[src/rtl/mult_div_unit.sv]
// rtl/mult_div_unit.sv - multi-cycle multiply/divide unit owning the HI/LO register pair
// Optional build macro: MULTDIV_FAST_MUL_EN (single-cycle multiplier; divide unchanged)
module mult_div_unit #(
  parameter int WIDTH = 32
) (
  input  logic             iCLK,
  input  logic             iRST_n,
  input  logic             iStart,
  input  logic [4:0]       iControlSignal,
  input  logic [WIDTH-1:0] iA,
  input  logic [WIDTH-1:0] iB,
  output logic             oBusy,
  output logic             oStall,
  output logic             oDone,
  output logic [WIDTH-1:0] oHI,
  output logic [WIDTH-1:0] oLO,
  output logic [WIDTH-1:0] oResult
);

  // Operation codes shared with the ALU control decoder
  localparam logic [4:0] OPMULT  = 5'h10;
  localparam logic [4:0] OPMULTU = 5'h11;
  localparam logic [4:0] OPDIV   = 5'h12;
  localparam logic [4:0] OPDIVU  = 5'h13;
  localparam logic [4:0] OPMTHI  = 5'h14;
  localparam logic [4:0] OPMTLO  = 5'h15;
  localparam logic [4:0] OPMFHI  = 5'h16;
  localparam logic [4:0] OPMFLO  = 5'h17;

  localparam int CW = $clog2(WIDTH);

  typedef enum logic [1:0] {IDLE, MUL, DIV, FIX} state_t;

  state_t             r_state;
  logic [2*WIDTH-1:0] r_acc;     // MUL: {partial product, multiplier}; DIV: {remainder, dividend/quotient}
  logic [WIDTH-1:0]   r_a;       // multiplicand or divisor magnitude
  logic [WIDTH-1:0]   r_hi;
  logic [WIDTH-1:0]   r_lo;
  logic [CW-1:0]      r_cnt;
  logic               r_neg_q;   // negate product / quotient
  logic               r_neg_r;   // negate remainder (sign of dividend)
  logic               r_is_div;
  logic               r_done;

  logic               w_hilo_op;
  logic               w_signed_op;
  logic [WIDTH-1:0]   w_a_abs;
  logic [WIDTH-1:0]   w_b_abs;
  logic [WIDTH:0]     w_mul_sum;
  logic [WIDTH:0]     w_div_shift;
  logic [WIDTH:0]     w_div_diff;
  logic               w_div_ok;
  logic [2*WIDTH-1:0] w_prod_fix;
  logic [WIDTH-1:0]   w_quo_fix;
  logic [WIDTH-1:0]   w_rem_fix;

  assign w_hilo_op   = (iControlSignal >= OPMULT) && (iControlSignal <= OPMFLO);
  assign w_signed_op = (iControlSignal == OPMULT) || (iControlSignal == OPDIV);
  // Signed ops work on magnitudes; the most negative value maps onto itself as unsigned
  assign w_a_abs     = (w_signed_op && iA[WIDTH-1]) ? (~iA + 1'b1) : iA;
  assign w_b_abs     = (w_signed_op && iB[WIDTH-1]) ? (~iB + 1'b1) : iB;

  // Shift-add step: add multiplicand to upper half when the current multiplier bit is set
  assign w_mul_sum   = {1'b0, r_acc[2*WIDTH-1:WIDTH]} + (r_acc[0] ? {1'b0, r_a} : {(WIDTH+1){1'b0}});
  // Restoring-division step: bring down the next dividend bit and trial-subtract
  assign w_div_shift = r_acc[2*WIDTH-1:WIDTH-1];
  assign w_div_diff  = w_div_shift - {1'b0, r_a};
  assign w_div_ok    = ~w_div_diff[WIDTH];

  assign w_prod_fix  = r_neg_q ? (~r_acc + 1'b1) : r_acc;
  assign w_quo_fix   = r_neg_q ? (~r_acc[WIDTH-1:0] + 1'b1) : r_acc[WIDTH-1:0];
  assign w_rem_fix   = r_neg_r ? (~r_acc[2*WIDTH-1:WIDTH] + 1'b1) : r_acc[2*WIDTH-1:WIDTH];

`ifdef MULTDIV_FAST_MUL_EN
  logic [2*WIDTH-1:0] w_fast_prod;
  assign w_fast_prod = {{WIDTH{1'b0}}, w_a_abs} * {{WIDTH{1'b0}}, w_b_abs};
`endif

  assign oBusy   = (r_state != IDLE);
  assign oStall  = iStart && oBusy && w_hilo_op;
  assign oDone   = r_done;
  assign oHI     = r_hi;
  assign oLO     = r_lo;
  assign oResult = (iControlSignal == OPMFHI) ? r_hi :
                   (iControlSignal == OPMFLO) ? r_lo : {WIDTH{1'b0}};

  // Control FSM with iteration datapath and HI/LO ownership
  always_ff @(posedge iCLK or negedge iRST_n) begin
    if (!iRST_n) begin
      r_state  <= IDLE;
      r_acc    <= '0;
      r_a      <= '0;
      r_hi     <= '0;
      r_lo     <= '0;
      r_cnt    <= '0;
      r_neg_q  <= 1'b0;
      r_neg_r  <= 1'b0;
      r_is_div <= 1'b0;
      r_done   <= 1'b0;
    end else begin
      r_done <= 1'b0;
      case (r_state)
        IDLE: begin
          if (iStart) begin
            case (iControlSignal)
              OPMTHI: r_hi <= iA;
              OPMTLO: r_lo <= iA;
              OPMULT, OPMULTU: begin
                r_neg_q  <= w_signed_op && (iA[WIDTH-1] ^ iB[WIDTH-1]);
                r_neg_r  <= w_signed_op && iA[WIDTH-1];
                r_is_div <= 1'b0;
                r_a      <= w_a_abs;
                r_cnt    <= '0;
`ifdef MULTDIV_FAST_MUL_EN
                r_acc    <= w_fast_prod;
                r_state  <= FIX;
`else
                r_acc    <= {{WIDTH{1'b0}}, w_b_abs};
                r_state  <= MUL;
`endif
              end
              OPDIV, OPDIVU: begin
                if (iB == '0) begin
                  // Divide by zero skips iteration and reports a fixed result
                  r_hi   <= iA;
                  r_lo   <= {WIDTH{1'b1}};
                  r_done <= 1'b1;
                end else begin
                  r_neg_q  <= w_signed_op && (iA[WIDTH-1] ^ iB[WIDTH-1]);
                  r_neg_r  <= w_signed_op && iA[WIDTH-1];
                  r_is_div <= 1'b1;
                  r_a      <= w_b_abs;
                  r_acc    <= {{WIDTH{1'b0}}, w_a_abs};
                  r_cnt    <= '0;
                  r_state  <= DIV;
                end
              end
              default: ;
            endcase
          end
        end
        MUL: begin
          r_acc <= {w_mul_sum, r_acc[WIDTH-1:1]};
          r_cnt <= r_cnt + 1'b1;
          if (r_cnt == CW'(WIDTH-1)) r_state <= FIX;
        end
        DIV: begin
          r_acc <= w_div_ok ? {w_div_diff[WIDTH-1:0], r_acc[WIDTH-2:0], 1'b1}
                            : {w_div_shift[WIDTH-1:0], r_acc[WIDTH-2:0], 1'b0};
          r_cnt <= r_cnt + 1'b1;
          if (r_cnt == CW'(WIDTH-1)) r_state <= FIX;
        end
        FIX: begin
          if (r_is_div) begin
            r_lo <= w_quo_fix;
            r_hi <= w_rem_fix;
          end else begin
            r_hi <= w_prod_fix[2*WIDTH-1:WIDTH];
            r_lo <= w_prod_fix[WIDTH-1:0];
          end
          r_done  <= 1'b1;
          r_state <= IDLE;
        end
        default: r_state <= IDLE;
      endcase
    end
  end

endmodule

[config.mk]
export PLATFORM = sky130hd
export DESIGN_NAME = mult_div_unit
export DESIGN_NICKNAME = d
export VERILOG_FILES = /design/src/rtl/mult_div_unit.sv
export SDC_FILE = /design/constraint.sdc
export NUM_CORES = 1
export LEC_CHECK = 0
export CAP_MARGIN = 20
export CORE_MARGIN = 2
export CORE_UTILIZATION = 43
export DETAILED_ROUTE_END_ITERATION = 8
export DONT_BUFFER_PORTS = 1
export GPL_TIMING_DRIVEN = 0
export PLACE_DENSITY = 0.59
export SLEW_MARGIN = 20
export SYNTH_ARGS = -nofsm -noshare
export SYNTH_HDL_FRONTEND = slang
export SYNTH_SLANG_ARGS = --single-unit
[constraint.sdc]
create_clock -name iCLK -period 6.28 [get_ports iCLK]
set_input_delay 0.628 -clock iCLK [delete_from_list [all_inputs] [get_ports iCLK]]
set_output_delay 0.628 -clock iCLK [all_outputs]
set_load 0.01 [all_outputs]
==> flow_summary.yaml, run 1 <==
sta:
  finalSetupViolations: 0
  finalSetupTns_ns: 0
  layout_min_cycle_time_ns: 4.57
  slew_headroom_pct: 39.2
  rsz0062_at_grt: "no"
  hold_violations: 0
  clock.fmax_mhz: 219
  slew_violations: 0
  fin_worst_skew_ns: 0.0187
  tightest_slew_ns: 0.911
  min_period_over_period_pct: 72.8
setup_path:
  worst_setup_path_end_kind: "flop"
  path_max_fanout: 10
  crit_cells: 12
  critical_path_buf_inv_count: 2
  r2r-end: "r_acc[37]"
  r2r_cells: 12
  crit_chain: "inv_1 -> fa_1 -> nand2b_1 -> a21oi_1 -> a31oi_1 -> o31ai_2 -> a2111o_1 -> a21o_1 -> clkbuf_1 -> nand4_1 -> o211a_1 -> a211oi_1"
  path_class: "reg -> reg"
  start_kind: "flop"
  cp_slowest_cell: "o31ai_2"
  r2r_start: "r_acc[32]"
  crit_path_max_incr_delay_ns: 0.83
  reg2reg_slack_ns: 1.71
  crit_family: "compound AO/OA/AOI/OAI gates"
  cp.arrival_ns: 4.93
  cp_data_required_time_ns: 6.64
pwr:
  power_density_nw_per_um2: 576
  p_leak_nw: 7.21
  finalPower_mw: 9.87
  internal-power_mw: 4.35
  sw_frac_of_total_pct: 55.9
  power_switching_mw: 5.52
  pwr-share-clk_pct: 11.1
  p_seq_share_pct: 24.0
  ir_drop_mv: 0.200
  combPwrFrac_pct: 64.9
die:
  ioPinCount: 171
  die_area_um2: 38600
  rows: 70
  die_w_um: 197
  die_y_um: 197
  initial_core_util_pct: 43.6
  core-area_um2: 36500
layout:
  drive_above_1_share_pct: 4.58
  final_cell_mix: "nand2_1 (261), o21ai_0 (224), nor2_1 (187)"
  syn_to_final_growth_pct: 7.50
  multi_input_area_um2: 10800
  seqCellArea_um2: 4280
  antennaDiodeCount: 0
  final_common_cell: "nand2_1"
  fill_cells: 3721
  layout.nets: 2257
clocking:
  cts_sinks: 171
  clk_pin_slew_ns: 0.07
  insertion_delay_ns: 0.47
  htreeDepth: 4
  cts_setup_buffers: 0
  cts-root-buf: "clkbuf_16"
  cts_hold_buf: 1
  post_cts_resized: 0
  cts_tree: "built"
  cts_buffer_depth: 2
  cts_buffers: 17
yosys:
  async_flop_share_pct: 100
  yosys_warnings: 0
  synth_cells: 2088
  syn_area_um2: 15900
  syn_avg_cell_area_um2: 7.63
  ys_ff_latch: 171
  ys.flop_type: "dfrtp_1"
  synth-edff-count: 0
  synthDistinctLibCells: 83
  synth_nets: 2237
  ys_seq_area_share_pct: 26.9
routing:
  finalWirelength_um: 69500
  drt-wirelength-per-cell_um: 26.8
  ant_nets: 0
  dr.pass1.iters: 6
  viasPerCell: 6.45
  vias: 16700
  drtIter0Drc: 2068
  drc: 0
global_route:
  grt_max_degree: 172
  grt_pass1_wl_um: 102000
  grtUsageTotal_pct: 35.5
  antenna_found_initial: 1
  grt_overflow: 0
  grt_pass1_vias: 15700
worst_hold_path:
  hold_class: "in -> async"
placement:
  numPortBuffers: 0
  gp_congestion: 1.02
  hpwlAfterDp_um: 55500
status:
  status: "complete, no violations"
job:
  cap_viol_max_count: 0
==> final cells by class <==
| class | instances | area share (%) |
|---|---|---|
| clock inverters | 13 | 0.847 |
| inverters | 67 | 1.47 |
| well taps | 468 | 3.42 |
| repair buffers | 1 | 0.161 |
| flip-flops and latches | 171 | 25.0 |
| multi-input cells | 1698 | 63.0 |
| plain buffers | 152 | 3.67 |
| clock buffers | 17 | 2.48 |
==> power groups by stage <==
stage / clock network [mW] / registers (mW) / logic, mW
final: 1.10 / 2.37 / 6.40
after floorplan: 0 / 2.08 / 4.41
after CTS: 1.10 / 2.35 / 6.24
after global placement: 0 / 2.35 / 6.14
after detailed placement: 0 / 2.37 / 6.19
after global routing: 1.14 / 2.41 / 6.95
==> synth_stat cells (21+ instances only) <==
cell type / n / area share (%)
inv_1: 65 / 1.5
o21ai_0: 224 / 7.0
nor3_1: 40 / 1.3
a21oi_1: 177 / 5.6
xnor2_1: 95 / 5.2
clkbuf_1: 120 / 2.8
nor2_1: 187 / 4.4
nand2_1: 261 / 6.1
mux2i_1: 67 / 4.2
o211ai_1: 24 / 1.1
ha_1: 75 / 5.9
a21o_1: 42 / 2.0
xor2_1: 83 / 4.6
a211oi_1: 21 / 0.99
o31ai_1: 34 / 1.6
dfrtp_1: 171 / 27
nand3_1: 36 / 1.1
==> worst max-delay path by stage <==
| stage | start | endpoint | slack [ns] |
|---|---|---|---|
| final | r_acc[32] | r_acc[37] | 1.71 |
| after global placement | r_acc[32] | r_acc[48] | 1.90 |
| after CTS | r_acc[32] | r_acc[37] | 1.84 |
| after global routing | r_acc[32] | r_acc[38] | 1.55 |
| after floorplan | r_acc[31] | r_acc[51] | 3.02 |
| after detailed placement | r_acc[32] | r_acc[37] | 1.87 |
==> sequential cells by signal, summed over array words and instances, names as in the netlist <==
| name | count |
|---|---|
| oHI | 32 |
| oLO | 32 |
| r_is_div | 1 |
| r_neg_q | 1 |
| r_a | 32 |
| oDone | 1 |
| r_cnt | 5 |
| r_neg_r | 1 |
| r_acc | 64 |
| r_state | 2 |
==> cells by family after synthesis <==
group / share of synthesized area, %
DFF: 26.9
xor gates and xnor gates: 9.78
buffers and inverters: 5.52
and+or+nand+nor: 20.2
AOI/OAI and AO/OA: 26.9
muxes: 4.63
adders and majority gates: 6.14
==> worst register-to-register path, delay by kind of cell, from the launching register on <==
family | cells | cell delay [ns]
AOI/OAI and AO/OA | 7 | 2.21
and+or+nand+nor | 2 | 0.36
buffers and inverters | 2 | 0.75
DFF | 1 | 0.65
adders and majority gates | 1 | 0.50
==> per-stage QoR <==
stage	area [um2]	std cells	setup slack, ns	utilization, %	hold WS [ns]
floorplan	15900	2088	3.02	-	0.332
global placement	16500	2556	1.90	45.2	0.337
detailed placement	16500	2556	1.87	45.3	0.338
CTS	17100	2587	1.84	46.9	0.286
global route	17100	2587	1.55	46.9	0.293
finish	17100	2587	1.71	46.9	0.237
==> layer usage <==
| metal | track usage (%) | routed length, um |
|---|---|---|
| met5 | 0 | 0 |
| met4 | 14.2 | 3040 |
| met3 | 6.74 | 6740 |
| met2 | 54.9 | 30300 |
| met1 | 48.8 | 29300 |
No activity file was read; power rests on OpenSTA's default activity.
==> inputs of run 2 (changes only) <==
Settings changed: ABC_AREA from default to 1, PLACE_DENSITY 0.59 to 0.61.
Clock period 6.28 ns to 3.8 ns, I/O delays scaled along.
==> run 2 against run 1 <==
  * Largest cell class unchanged
  * Sequential share of layout area is 3.9 points lower
  * The run now ends with hold timing left
  * Critical path type unchanged
  * Wire length is 39% higher
  * Maximum frequency is 27% higher
  * Die area is 18% higher
  * Synthesized cell count is 57% higher
  * Critical path depth is 7 higher
==> flow_summary.yaml, run 2 <==
yosys:
  synth_top_area_share_pct: 22.6
  ys.flop_type: "dfrtp_1"
  synth_common_cells: "nand2_1 (1077), inv_1 (452), nand3_1 (315)"
  yosys.area_share.simple_pct: 41.4
  synth-compound-area-share_pct: 15.9
  async_flop_share_pct: 100
  yosysTopAreaCell: "dfrtp_1"
  ys_ff_latch: 171
  synth_nets: 3432
  synth_xor_area_share_pct: 2.78
  ys_seq_area_share_pct: 22.6
  synthTopCellsByArea: "dfrtp_1 (23%), nand2_1 (21%), inv_1 (9.0%)"
  synth-edff-count: 0
  syn_area_um2: 18900
  muxShareOfSynthArea_pct: 0
  synthDistinctLibCells: 52
  synth_fa_ha_area_share_pct: 5.17
  synth_cells: 3283
  synth_most_common_cell: "nand2_1"
  yosys_warnings: 0
  synth_top_family_by_area: "simple AND/OR/NAND/NOR gates"
  syn_avg_cell_area_um2: 5.77
pwr:
  p_leak_nw: 10.6
  ir_drop_mv: 0.414
  finalPower_mw: 18.0
  combPwrFrac_pct: 67.1
  sw_frac_of_total_pct: 60.6
  pwr-share-clk_pct: 10.8
  power_density_nw_per_um2: 885
  power_switching_mw: 10.9
  internal-power_mw: 7.07
  p_seq_share_pct: 22.0
setup_path:
  worst_setup_path_end_kind: "flop"
  cp_data_required_time_ns: 4.16
  start_kind: "flop"
  cp.arrival_ns: 3.96
  reg2reg_slack_ns: 0.20
  path_max_fanout: 10
  r2r_cells: 19
  r2r-end: "r_acc[61]"
  path_class: "reg -> reg"
  r2r_start: "r_acc[0]"
clocking:
  cts_tree: "built"
  cts_buffers: 17
  insertion_delay_ns: 0.49
  cts-root-buf: "clkbuf_16"
  cts_sinks: 171
  cts_buffer_depth: 2
  htreeDepth: 4
  clk_pin_slew_ns: 0.09
sta:
  slew_headroom_pct: 33.1
  tightest_slew_ns: 1.00
  rsz0062_at_grt: "no"
  finalSetupTns_ns: 0
  layout_min_cycle_time_ns: 3.60
  min_period_over_period_pct: 94.6
  clock.fmax_mhz: 278
  final.setup.worst_slack_ns: 0.204
  finalSetupViolations: 0
  fin_worst_skew_ns: 0.0204
  slew_violations: 0
  hold_violations: 171
  hold_ws_ns: -0.409
layout:
  drive_above_1_share_pct: 4.07
  syn_to_final_growth_pct: 7.21
  layout.nets: 3451
  final_common_cell: "nand2_1"
  final_cell_mix: "nand2_1 (1077), inv_1 (452), nand3_1 (315)"
  largest_register_ff_count: 64
  max_flop_register: "r_acc"
die:
  rows: 76
  die_area_um2: 45700
  initial_core_util_pct: 43.8
  core-area_um2: 43300
  die_y_um: 214
  die_w_um: 214
  ioPinCount: 171
routing:
  dr.pass1.iters: 8
  drt-wirelength-per-cell_um: 24.7
  drc: 0
  vias: 23100
  finalWirelength_um: 96200
  viasPerCell: 5.92
  ant_nets: 0
  drtIter0Drc: 3291
placement:
  hpwlAfterDp_um: 79800
  numPortBuffers: 0
  gp_congestion: 1.13
  pre_cts_slack_ns: 0.143
job:
  cap_viol_max_count: 0
status:
  status: "finished with violations"
  violations: "hold timing"
global_route:
  grt_overflow: 0
  grt_max_degree: 172
  grtUsageTotal_pct: 41.7
  grt_pass1_wl_um: 137000
  grt_pass1_vias: 21100
  antenna_found_initial: 4
worst_hold_path:
  hold_class: "in -> async"
## run 2: kinds of logic (layout without fill, tap and decap cells)
group / count (synthesis) / in the layout
DFF: 171 / 171
AOI/OAI and AO/OA: 539 / 539
adders and majority gates: 77 / 77
buffers and inverters: 582 / 614
other: 0 / 1
and+or+nand+nor: 1854 / 1854
xor gates and xnor gates: 60 / 60
## run 2: critical path: stages, from the launching register on
cell	delay (ns)
dfrtp_1	0.32
buf_2	0.22
clkbuf_1	0.39
nand2_1	0.09
inv_1	0.07
ha_1	0.35
fa_1	0.41
nand2_1	0.09
nand2_1	0.08
o21ai_0	0.11
o21ai_1	0.43
nand3_1	0.14
nand2_1	0.25
nand2_1	0.13
nand2_1	0.08
nand2_1	0.04
nand3_1	0.10
nand2_1	0.07
nand2_1	0.07
nand2_1	0.05
## run 2: layout make-up
cell class              count  area [um2]
diodes                      1        2.50
clock inverters            14         201
multi-input cells        2530       12400
plain buffers             118         552
inverters                 464        1740
clock buffers              18         429
fillers                  4777       23000
well taps                 585         732
flip-flops and latches    171        4280
## run 2: how the worst max path moves through the flow
stage               startpoint        end  cells after the start
detailed placement    r_acc[0]  r_acc[61]                     19
floorplan             r_acc[0]  r_acc[47]                     20
finish                r_acc[0]  r_acc[61]                     19
global placement      r_acc[0]  r_acc[53]                     19
global route          r_acc[0]  r_acc[61]                     19
CTS                   r_acc[0]  r_acc[61]                     19
## run 2: per-layer routing
| layer | track usage (%) | up-vias | share of wire (%) |
|---|---|---|---|
| li1 | - | 10700 | - |
| met1 | 56.5 | 10800 | 41 |
| met2 | 59.8 | 1399 | 40 |
| met3 | 14.1 | 238 | 14 |
| met4 | 17.9 | 2 | 4.9 |
| met5 | 2.16 | - | 0.14 |
## run 2: through the flow
step | area (um2) | util [%] | cells
6_report | 20300 | 46.9 | 3901
4_1_cts | 20300 | 46.9 | 3900
2_1_floorplan | 18900 | - | 3283
3_3_place_gp | 19700 | 45.5 | 3868
3_5_place_dp | 19700 | 45.5 | 3868
5_1_grt | 20300 | 46.9 | 3900
## run 2: timing repair
item | in CTS | in global routing
buffers inserted | 0 | 0
gates resized for setup | 0 | 1
hold endpoints to repair | 171 | 171
endpoints found under the setup margin | 0 | 3
## run 2: power by group through the flow
stage | registers, mW | clock network [mW] | logic (mW)
final | 3.96 | 1.95 | 12.1
after global routing | 4.01 | 2.02 | 13.2
after CTS | 3.88 | 1.94 | 11.7
after detailed placement | 3.91 | 0 | 11.6
after global placement | 3.90 | 0 | 11.5
after floorplan | 3.36 | 0 | 8.00
